===== src/rtl/dcpu16_fmem_if.sv =====
// DCPU16 fetch bus: one master request channel, one responder.
// Master holds f_stb until it sees the single-cycle f_ack.
interface dcpu16_fmem_if;
  logic [15:0] f_adr;
  logic        f_stb;
  logic        f_wre;
  logic [15:0] f_dto;
  logic [15:0] f_dti;
  logic        f_ack;

  modport master (
    output f_adr, f_stb, f_wre, f_dto,
    input  f_dti, f_ack
  );

  modport slave (
    input  f_adr, f_stb, f_wre, f_dto,
    output f_dti, f_ack
  );
endinterface


===== src/rtl/dcpu16_fmem.sv =====
// DCPU16 fetch-bus memory responder with programmable wait states.
// Single-port word memory; registered ack and read data.
module dcpu16_fmem #(
  parameter int AW   = 8,
  parameter int WAIT = 1
) (
  input logic          clk,
  input logic          rst,
  dcpu16_fmem_if.slave bus
);

  typedef enum logic [1:0] {
    S_IDLE,
    S_WAIT,
    S_ACK
  } state_t;

  localparam logic [3:0] WLOAD =
    (WAIT > 0) ? 4'(WAIT - 1) : 4'd0;

  state_t      state;
  logic [3:0]  cnt;
  logic [15:0] adr_q;
  logic [15:0] dto_q;
  logic        wre_q;
  logic        ack_q;
  logic [15:0] dti_q;

  logic [15:0] mem [2**AW];

  logic        go_ack;
  logic        use_in;
  logic [15:0] adr_n;
  logic [15:0] dto_n;
  logic        wre_n;
  logic        in_rng;
  logic [15:0] rd_data;

  // With no wait states the request goes straight from IDLE to ACK,
  // so the live bus inputs must be used on that edge.
  always_comb begin
    go_ack  = 1'b0;
    use_in  = (state == S_IDLE);
    adr_n   = use_in ? bus.f_adr : adr_q;
    dto_n   = use_in ? bus.f_dto : dto_q;
    wre_n   = use_in ? bus.f_wre : wre_q;
    unique case (state)
      S_IDLE:  go_ack = bus.f_stb && (WAIT == 0);
      S_WAIT:  go_ack = bus.f_stb && (cnt == 4'd0);
      default: go_ack = 1'b0;
    endcase
    in_rng  = (adr_n >> AW) == 16'd0;
    rd_data = 16'h0000;
    if (in_rng)
      rd_data = wre_n ? dto_n : mem[adr_n[AW-1:0]];
  end

  always_ff @(posedge clk) begin
    if (!rst && go_ack && wre_n && in_rng)
      mem[adr_n[AW-1:0]] <= dto_n;
  end

  always_ff @(posedge clk) begin
    if (rst) begin
      state <= S_IDLE;
      cnt   <= 4'd0;
      adr_q <= 16'h0000;
      dto_q <= 16'h0000;
      wre_q <= 1'b0;
      ack_q <= 1'b0;
      dti_q <= 16'h0000;
    end else begin
      ack_q <= 1'b0;
      if (go_ack) begin
        ack_q <= 1'b1;
        dti_q <= rd_data;
      end
      unique case (state)
        S_IDLE: begin
          if (bus.f_stb) begin
            adr_q <= bus.f_adr;
            dto_q <= bus.f_dto;
            wre_q <= bus.f_wre;
            if (WAIT == 0) begin
              state <= S_ACK;
            end else begin
              cnt   <= WLOAD;
              state <= S_WAIT;
            end
          end
        end
        S_WAIT: begin
          if (!bus.f_stb) begin
            cnt   <= 4'd0;
            state <= S_IDLE;
          end else if (cnt == 4'd0) begin
            state <= S_ACK;
          end else begin
            cnt <= cnt - 4'd1;
          end
        end
        S_ACK:   state <= S_IDLE;
        default: state <= S_IDLE;
      endcase
    end
  end

  assign bus.f_ack = ack_q;
  assign bus.f_dti = dti_q;

endmodule


===== src/flat_wrapper.sv =====
// flat-port wrapper written by rule: the top's interface ports become plain ports
module dcpu16_fmem_flat 
#(
  parameter int AW   = 8,
  parameter int WAIT = 1
)
  (clk, rst, bus_f_adr, bus_f_stb, bus_f_wre, bus_f_dto, bus_f_dti, bus_f_ack);
  dcpu16_fmem_if bus_i ();
  input logic clk;
  input logic rst;
  input wire logic [$bits(bus_i.f_adr)-1:0] bus_f_adr;
  input wire logic [$bits(bus_i.f_stb)-1:0] bus_f_stb;
  input wire logic [$bits(bus_i.f_wre)-1:0] bus_f_wre;
  input wire logic [$bits(bus_i.f_dto)-1:0] bus_f_dto;
  output wire logic [$bits(bus_i.f_dti)-1:0] bus_f_dti;
  output wire logic [$bits(bus_i.f_ack)-1:0] bus_f_ack;
  assign bus_i.f_adr = bus_f_adr;
  assign bus_i.f_stb = bus_f_stb;
  assign bus_i.f_wre = bus_f_wre;
  assign bus_i.f_dto = bus_f_dto;
  assign bus_f_dti = bus_i.f_dti;
  assign bus_f_ack = bus_i.f_ack;
  dcpu16_fmem #(.AW(AW), .WAIT(WAIT)) u_core (.clk(clk), .rst(rst), .bus(bus_i));
endmodule

===== config.mk =====
export PLATFORM = sky130hd
export DESIGN_NAME = dcpu16_fmem_flat
export DESIGN_NICKNAME = d
export VERILOG_FILES = /design/src/rtl/dcpu16_fmem_if.sv /design/src/rtl/dcpu16_fmem.sv /design/src/flat_wrapper.sv
export SDC_FILE = /design/constraint.sdc
export NUM_CORES = 2
export LEC_CHECK = 0
export CAP_MARGIN = 20
export CORE_AREA = 3 3 506 608
export CTS_CLUSTER_SIZE = 16
export DETAILED_ROUTE_END_ITERATION = 8
export DIE_AREA = 0 0 509 611
export GPL_ROUTABILITY_DRIVEN = 0
export PLACE_DENSITY = 0.65
export SETUP_SLACK_MARGIN = 0.3
export SLEW_MARGIN = 5
export SYNTH_ARGS = -nofsm -noshare
export SYNTH_HDL_FRONTEND = slang
export SYNTH_SLANG_ARGS = --single-unit

===== constraint.sdc =====
create_clock -name clk -period 14.6 [get_ports clk]
set_input_delay 2.92 -clock clk [delete_from_list [all_inputs] [get_ports clk]]
set_output_delay 2.92 -clock clk [all_outputs]
set_load 0.005 [all_outputs]

# After elaboration in Yosys (flattened, before gate mapping)
# Memory sizes are Yosys's and may differ from the RTL's.
# Index checks and enable logic that the tools add are counted.
# W data, S select, Z words.
op_classes:
  add_sub_neg: 1
  n_mul: 0
  div_mod_pow: 0
  order_cmp: 0
  eq_ne: 4
  n_shift: 0
  muxes: 17
  bitwise: 0
  reduce_logical: 12
op_table:
  columns: ["cell", "n"]
  rows:
  - ["$mux W16", 4]
  - ["$logic_not A16 Y1", 1]
  - ["$mux W4", 3]
  - ["$pmux W4 S2", 1]
  - ["$mux W2", 3]
  - ["$mux W1", 5]
  - ["$logic_and A1 B1 Y1", 4]
  - ["$logic_not A4 Y1", 1]
  - ["$pmux W2 S2", 1]
  - ["$reduce_and A2 Y1", 2]
  - ["$sub A4 B1 Y4 const B", 1]
  - ["$ne A3 B2 Y1 const B", 1]
  - ["$ne A3 B3 Y1 const B", 1]
  - ["$reduce_and A3 Y1", 1]
  - ["$eq A2 B1 Y1 const B", 1]
  - ["$logic_not A2 Y1", 1]
  - ["$ne A2 B2 Y1 const B", 1]
  - ["$reduce_bool A2 Y1", 1]
  - ["$logic_not A1 Y1", 1]
totals:
  ff_bits: 56
  latch_bits: 0
  ramBits: 4096
  mem_bits_ro: 0
  input_bits: 36
  output_inout_bits: 17
  wordCells: 42
  mem_count: 1
mem_list:
  columns: ["memory", "depth", "word_bits", "read_ports", "rd_clocked_by_memory_dff", "wr", "line", "source"]
  rows:
  - ["u_core.mem", 256, 16, 1, 0, 1, "dcpu16_fmem.sv:29", "logic [15:0] mem [2**AW];"]

# Logic depth before layout (Yosys ltp)
logic_depth:
  depth_word: 8
  depth_mapped: 14
  ltp_nobuf: 9

# Least setup slack after synthesis
# Ideal clock, no wire load.
synth_timing:
  kind: "input -> register"
  startpoint: "input bus_f_dto[10]"
  endpoint: "memory u_core.mem[0][10] (data pin)"
  setup_time_ns: 0.826
  arrival_ns: 6.032
  path_slack_ns: 7.742
  path_stages: 2
  n_path_buf: 0
  cell_sequence: "nand2_1 > nand2_1"
synth_between:
  elab_chain_len: 1
synth_rtl:
  columns: ["item", "line", "source"]
  rows:
  - ["start: declaration", "flat_wrapper.sv:14", "input wire logic [$bits(bus_i.f_dto)-1:0] bus_f_dto;"]
  - ["$mux W16", "dcpu16_fmem.sv:45", "dto_n = use_in ? bus.f_dto : dto_q;"]
  - ["net u_core.dto_n[10]", "dcpu16_fmem.sv:34", "logic [15:0] dto_n;"]
  - ["end: declaration", "dcpu16_fmem.sv:29", null]
# The timed path passes the listed nets, and every way through them passes these cells.

# Final worst setup path
layout_timing:
  startpoint: "input bus_f_adr[0]"
  endpoint: "register u_core.dti_q[2] (netlist: u_core.bus.f_dti[2])"
layout_between:
  elab_chain_len: 4
layout_rtl:
  columns: ["item", "line", "source"]
  rows:
  - ["start: declaration", "flat_wrapper.sv:11", "input wire logic [$bits(bus_i.f_adr)-1:0] bus_f_adr;"]
  - ["$mux W16", "dcpu16_fmem.sv:44", "adr_n = use_in ? bus.f_adr : adr_q;"]
  - ["$mem_v2 Z256 W16", null, null]
  - ["$mux W16", "dcpu16_fmem.sv:55", "rd_data = wre_n ? dto_n : mem[adr_n[AW-1:0]];"]
  - ["$mux W16", "dcpu16_fmem.sv:54", "if (in_rng)"]
  - ["end signal: assignment", "dcpu16_fmem.sv:76", "dti_q <= rd_data;"]
  - ["end: declaration", "dcpu16_fmem.sv:27", "logic [15:0] dti_q;"]
# Every way passes these cells.
# A chain may end at the register's enable or synchronous reset.

==> impl_results.rst <==
.. list-table::
   :header-rows: 1

   * - Metric
     - Value
   * - Outcome
     - finished, final reports clean
   * - Setup TNS after final layout
     - 0 ns
   * - Number of levels the H-tree was split into
     - 5
   * - Standard-cell rows
     - 221
   * - Clock group share of total power
     - approximately two fifths
   * - Part of the total power dissipated in sequential elements
     - around 54%
   * - Net Sw Frac
     - a little under a quarter
   * - Leading cell type in the layout, fill and taps excluded
     - edfxtp_1
   * - Slew Viols, Final
     - 0
   * - Post-Synthesis Cell Area
     - 0.151 mm^2
   * - Reg-to-reg startpoint
     - u_core.state[1]$_SDFFE_PP0P_
   * - DRC violation total after the first TritonRoute iteration
     - 14756
   * - Register-to-Register Path Depth
     - 13
   * - Reg2reg setup slack
     - ~8.6 ns
   * - Hold EP
     - u_core.dto_q[7]$_SDFFE_PP0P_
   * - Via-to-Cell Ratio
     - between 6 and 7
   * - P&R area growth vs syn
     - 12.5%
   * - Count of clock tree sinks
     - approximately 4200
   * - Kind of end point of the critical path
     - flop
   * - Time the final worst path needs with I/O delays and setup
     - ~7.7 ns
   * - Aggregate global-route resource usage
     - between 20 and 30%
   * - Antenna violations before repair
     - 23
   * - Total setup violations reported at the end of the flow
     - 0
   * - Data arrival at the endpoint of the critical path
     - around 8.5 ns
   * - Die span in x
     - between 500 and 600 um
   * - Number of flops mapped to enable cells by yosys
     - around 4000
   * - Total of warnings raised by yosys
     - 0
   * - Number of nets with antenna violations after routing
     - 0
   * - Worst hold slack
     - approximately 0.46 ns
   * - Path class of the lowest-slack min-delay path
     - reg2reg
   * - Layout filler cell count
     - 22758
   * - I/O pin cnt
     - 53
   * - Final routed wirelength across all metal layers
     - approximately 460 mm
   * - Maximum fanout encountered on the critical timing path
     - around 120
   * - Syn Nets
     - approximately 9000
   * - Slew at the pin closest to its max-slew limit
     - 1.28 ns
   * - Post-Syn Instances
     - between 8000 and 9000
   * - Core Region
     - between 0.3 and 0.4 mm^2
   * - CTS tree
     - built
   * - Half-perimeter wire length after placement
     - between 200 and 300 mm
   * - Top flip-flop cell by instance count after synthesis
     - edfxtp_1
   * - Insertion delay to the later sink of the worst-skew pair
     - 0.91 ns
   * - Logic gate share of total power
     - roughly 7.6%
   * - Number of buffer cells added on primary ports
     - 52
   * - Clock-pin slew on the worst setup and hold paths
     - roughly 0.070 ns
   * - Power per unit of standard cell area
     - approximately 150 mW/mm^2
   * - Total Nets Final
     - between 9000 and 10000
   * - Number of global-route vias before repair
     - between 80000 and 90000
   * - Buffers inserted during post-CTS setup optimization
     - 0
   * - Reported net switching power
     - around 5.8 mW
   * - Clock Root Buffer
     - clkbuf_16
   * - Unrepaired setup endpoints after global routing
     - false
   * - Static leakage
     - 50.7 nW
   * - Max Cap Viol
     - 0
   * - Maximum number of pins on one net before global-route repair
     - around 200
   * - Flip-flop and latch count after synthesis
     - approximately 4200
   * - Max clock buf depth
     - 4
   * - Detail-routed net length per standard cell
     - roughly 34 um
   * - Global-route congestion overflow total
     - 0
   * - Cell area after placement
     - between 0.15 and 0.2 mm^2
   * - Most frequent cells in the layout
     - edfxtp_1 (4096), o22ai_1 (1932), o21ai_0 (800)
   * - Number of different library cells in the post-synthesis netlist
     - 54
   * - Hold buffer count at CTS
     - 0
   * - Endpoint of the worst-slack reg-to-reg timing path
     - u_core.bus.f_dti[2]$_SDFFE_PP0N_
   * - Int Pwr
     - between 15 and 20 mW
   * - Cells resized by post-CTS repair
     - 0
   * - Syn_area_per_cell
     - 17.1 um^2
   * - Critical path data required time
     - 15.42 ns
   * - Cell depth of the worst min-delay path
     - 2
   * - Wire length of the first global-routing pass
     - roughly 640 mm
   * - Effective utilization at floorplan
     - 49.9%
   * - Share of synthesized area occupied by flip-flops and latches
     - ~82%
   * - Fmax
     - between 0.1 and 0.15 GHz
   * - Die ar.
     - approximately 0.31 mm^2
   * - Area of all placed cells without fillers
     - roughly 0.17 mm^2
   * - Type of the worst setup path
     - in2reg
   * - Die height
     - roughly 610 um
   * - Rel. slew slack
     - 13.6%
   * - Post-route DRC violation count
     - 0
   * - Fraction of layout instances using a drive strength above 1
     - 11.8%
   * - Vias
     - 92072
   * - Final Hold Viols
     - 0
   * - FF/Latch Area
     - 0.124 mm^2
   * - Final critical-path share of the clock period
     - between 50% and 60%
   * - Multi-input gate area
     - 0.0242 mm^2
   * - Worst clock skew
     - ~0.091 ns
   * - Async S/R FF share, synth
     - 0%
   * - 1st-pass router iterations
     - 6
   * - Total CTS buffers
     - about 380
   * - Worst IR drop on VDD
     - approximately 0.11 mV
   * - Element type at the critical path start
     - input pin
   * - Final core area utilization
     - 56.2%
   * - Beginning of the worst hold path
     - u_core.dto_q[7]$_SDFFE_PP0P_
## power groups by stage
stage          Clock (mW)  Sequential (mW)  Combinational, mW
2_1_floorplan           0             13.7               1.02
3_3_place_gp            0             13.6               1.78
3_5_place_dp            0             13.6               1.82
4_1_cts              9.63             13.3               1.83
5_1_grt              10.1             13.3               1.96
6_report             9.57             13.3               1.89
## cells in the mapped netlist (9+ instances only)
| cell | count | share of area, % |
|---|---|---|
| a41oi_1 | 234 | 1.4 |
| edfxtp_1 | 4096 | 81 |
| buf_2 | 296 | 0.98 |
| o22ai_1 | 1932 | 8.0 |
| buf_6 | 38 | 0.28 |
| nor2_1 | 274 | 0.68 |
| clkbuf_1 | 267 | 0.66 |
| o41ai_1 | 25 | 0.15 |
| buf_1 | 23 | 0.057 |
| nand2_1 | 153 | 0.38 |
| nor4_1 | 46 | 0.19 |
| nand4_1 | 9 | 0.037 |
| dfxtp_1 | 56 | 0.74 |
| buf_4 | 18 | 0.090 |
| o21ai_0 | 806 | 2.7 |
| a22oi_1 | 138 | 0.69 |
| o21a_1 | 10 | 0.050 |
| nand3_1 | 39 | 0.13 |
| nor3_1 | 9 | 0.030 |
| o21ai_1 | 183 | 0.61 |
| a21oi_1 | 112 | 0.37 |
## stage by stage
stage	setup WS [ns]	cells	total power [mW]
after detailed placement	5.37	12711	15.4
final	6.95	13403	24.8
after global routing	7.04	13397	25.4
after CTS	6.30	13387	24.8
after global placement	5.40	12683	15.3
after floorplan	7.74	8830	14.7
## state kept, by name, indices dropped and copies added, names as in the netlist
name / count
u_core.state: 2
u_core.mem: 4096
u_core.bus.f_ack: 1
u_core.bus.f_dti: 16
u_core.cnt: 4
u_core.dto_q: 16
u_core.adr_q: 16
u_core.wre_q: 1
## layer usage
layer	global-route usage, %	wire (um)
met4	13.5	24000
met2	44.1	214000
met3	6.73	56300
met5	0	71
met1	38.7	164000
## cells by family (layout without fill, tap and decap cells)
kind of cell / after synthesis / in the layout / share of synthesized area (%)
other: 0 / 7 / 0
DFF: 4152 / 4152 / 82.2
and+or+nand+nor: 561 / 561 / 1.61
buffers and inverters: 648 / 1200 / 2.09
muxes: 2 / 2 / 0.0133
adders and majority gates: 1 / 1 / 0.00829
xor gates and xnor gates: 4 / 4 / 0.0232
AOI/OAI and AO/OA: 3462 / 3462 / 14.0
## critical path: stages
cell and delay, ns:
clkdlybuf4s50_1 0.61, or4b_1 0.25, o21a_4 0.30, buf_12 0.55
buf_12 0.60, buf_4 0.67, o22ai_1 0.19, o21ai_0 0.28
a41oi_1 0.51, o41ai_1 0.48, buf_2 0.25, nand3_1 0.40
o21ai_1 0.29
## final cells by class
cell class / instances / area share [%]
Antenna cell: 7 / 0.0103
Clock buffer: 460 / 5.85
Clock inverter: 216 / 1.07
Inverter: 6 / 0.0177
Multi-Input combinational cell: 4030 / 14.2
Sequential cell: 4152 / 73.1
Tap cell: 4014 / 2.96
Timing Repair Buffer: 518 / 2.72
## worst max-delay path by stage
stage | startpoint | to | depth (start not counted)
after global routing | bus_f_adr[0] | u_core.bus.f_dti[2]$_SDFFE_PP0N_ | 13
final | bus_f_adr[0] | u_core.bus.f_dti[2]$_SDFFE_PP0N_ | 13
after detailed placement | bus_f_adr[0] | u_core.bus.f_dti[2]$_SDFFE_PP0N_ | 12
after global placement | bus_f_adr[0] | u_core.bus.f_dti[2]$_SDFFE_PP0N_ | 12
after CTS | bus_f_adr[0] | u_core.bus.f_dti[2]$_SDFFE_PP0N_ | 12
after floorplan | bus_f_dto[10] | u_core.mem[0][10]$_DFFE_PP_ | 2
No activity file was read; power rests on OpenSTA's default activity.
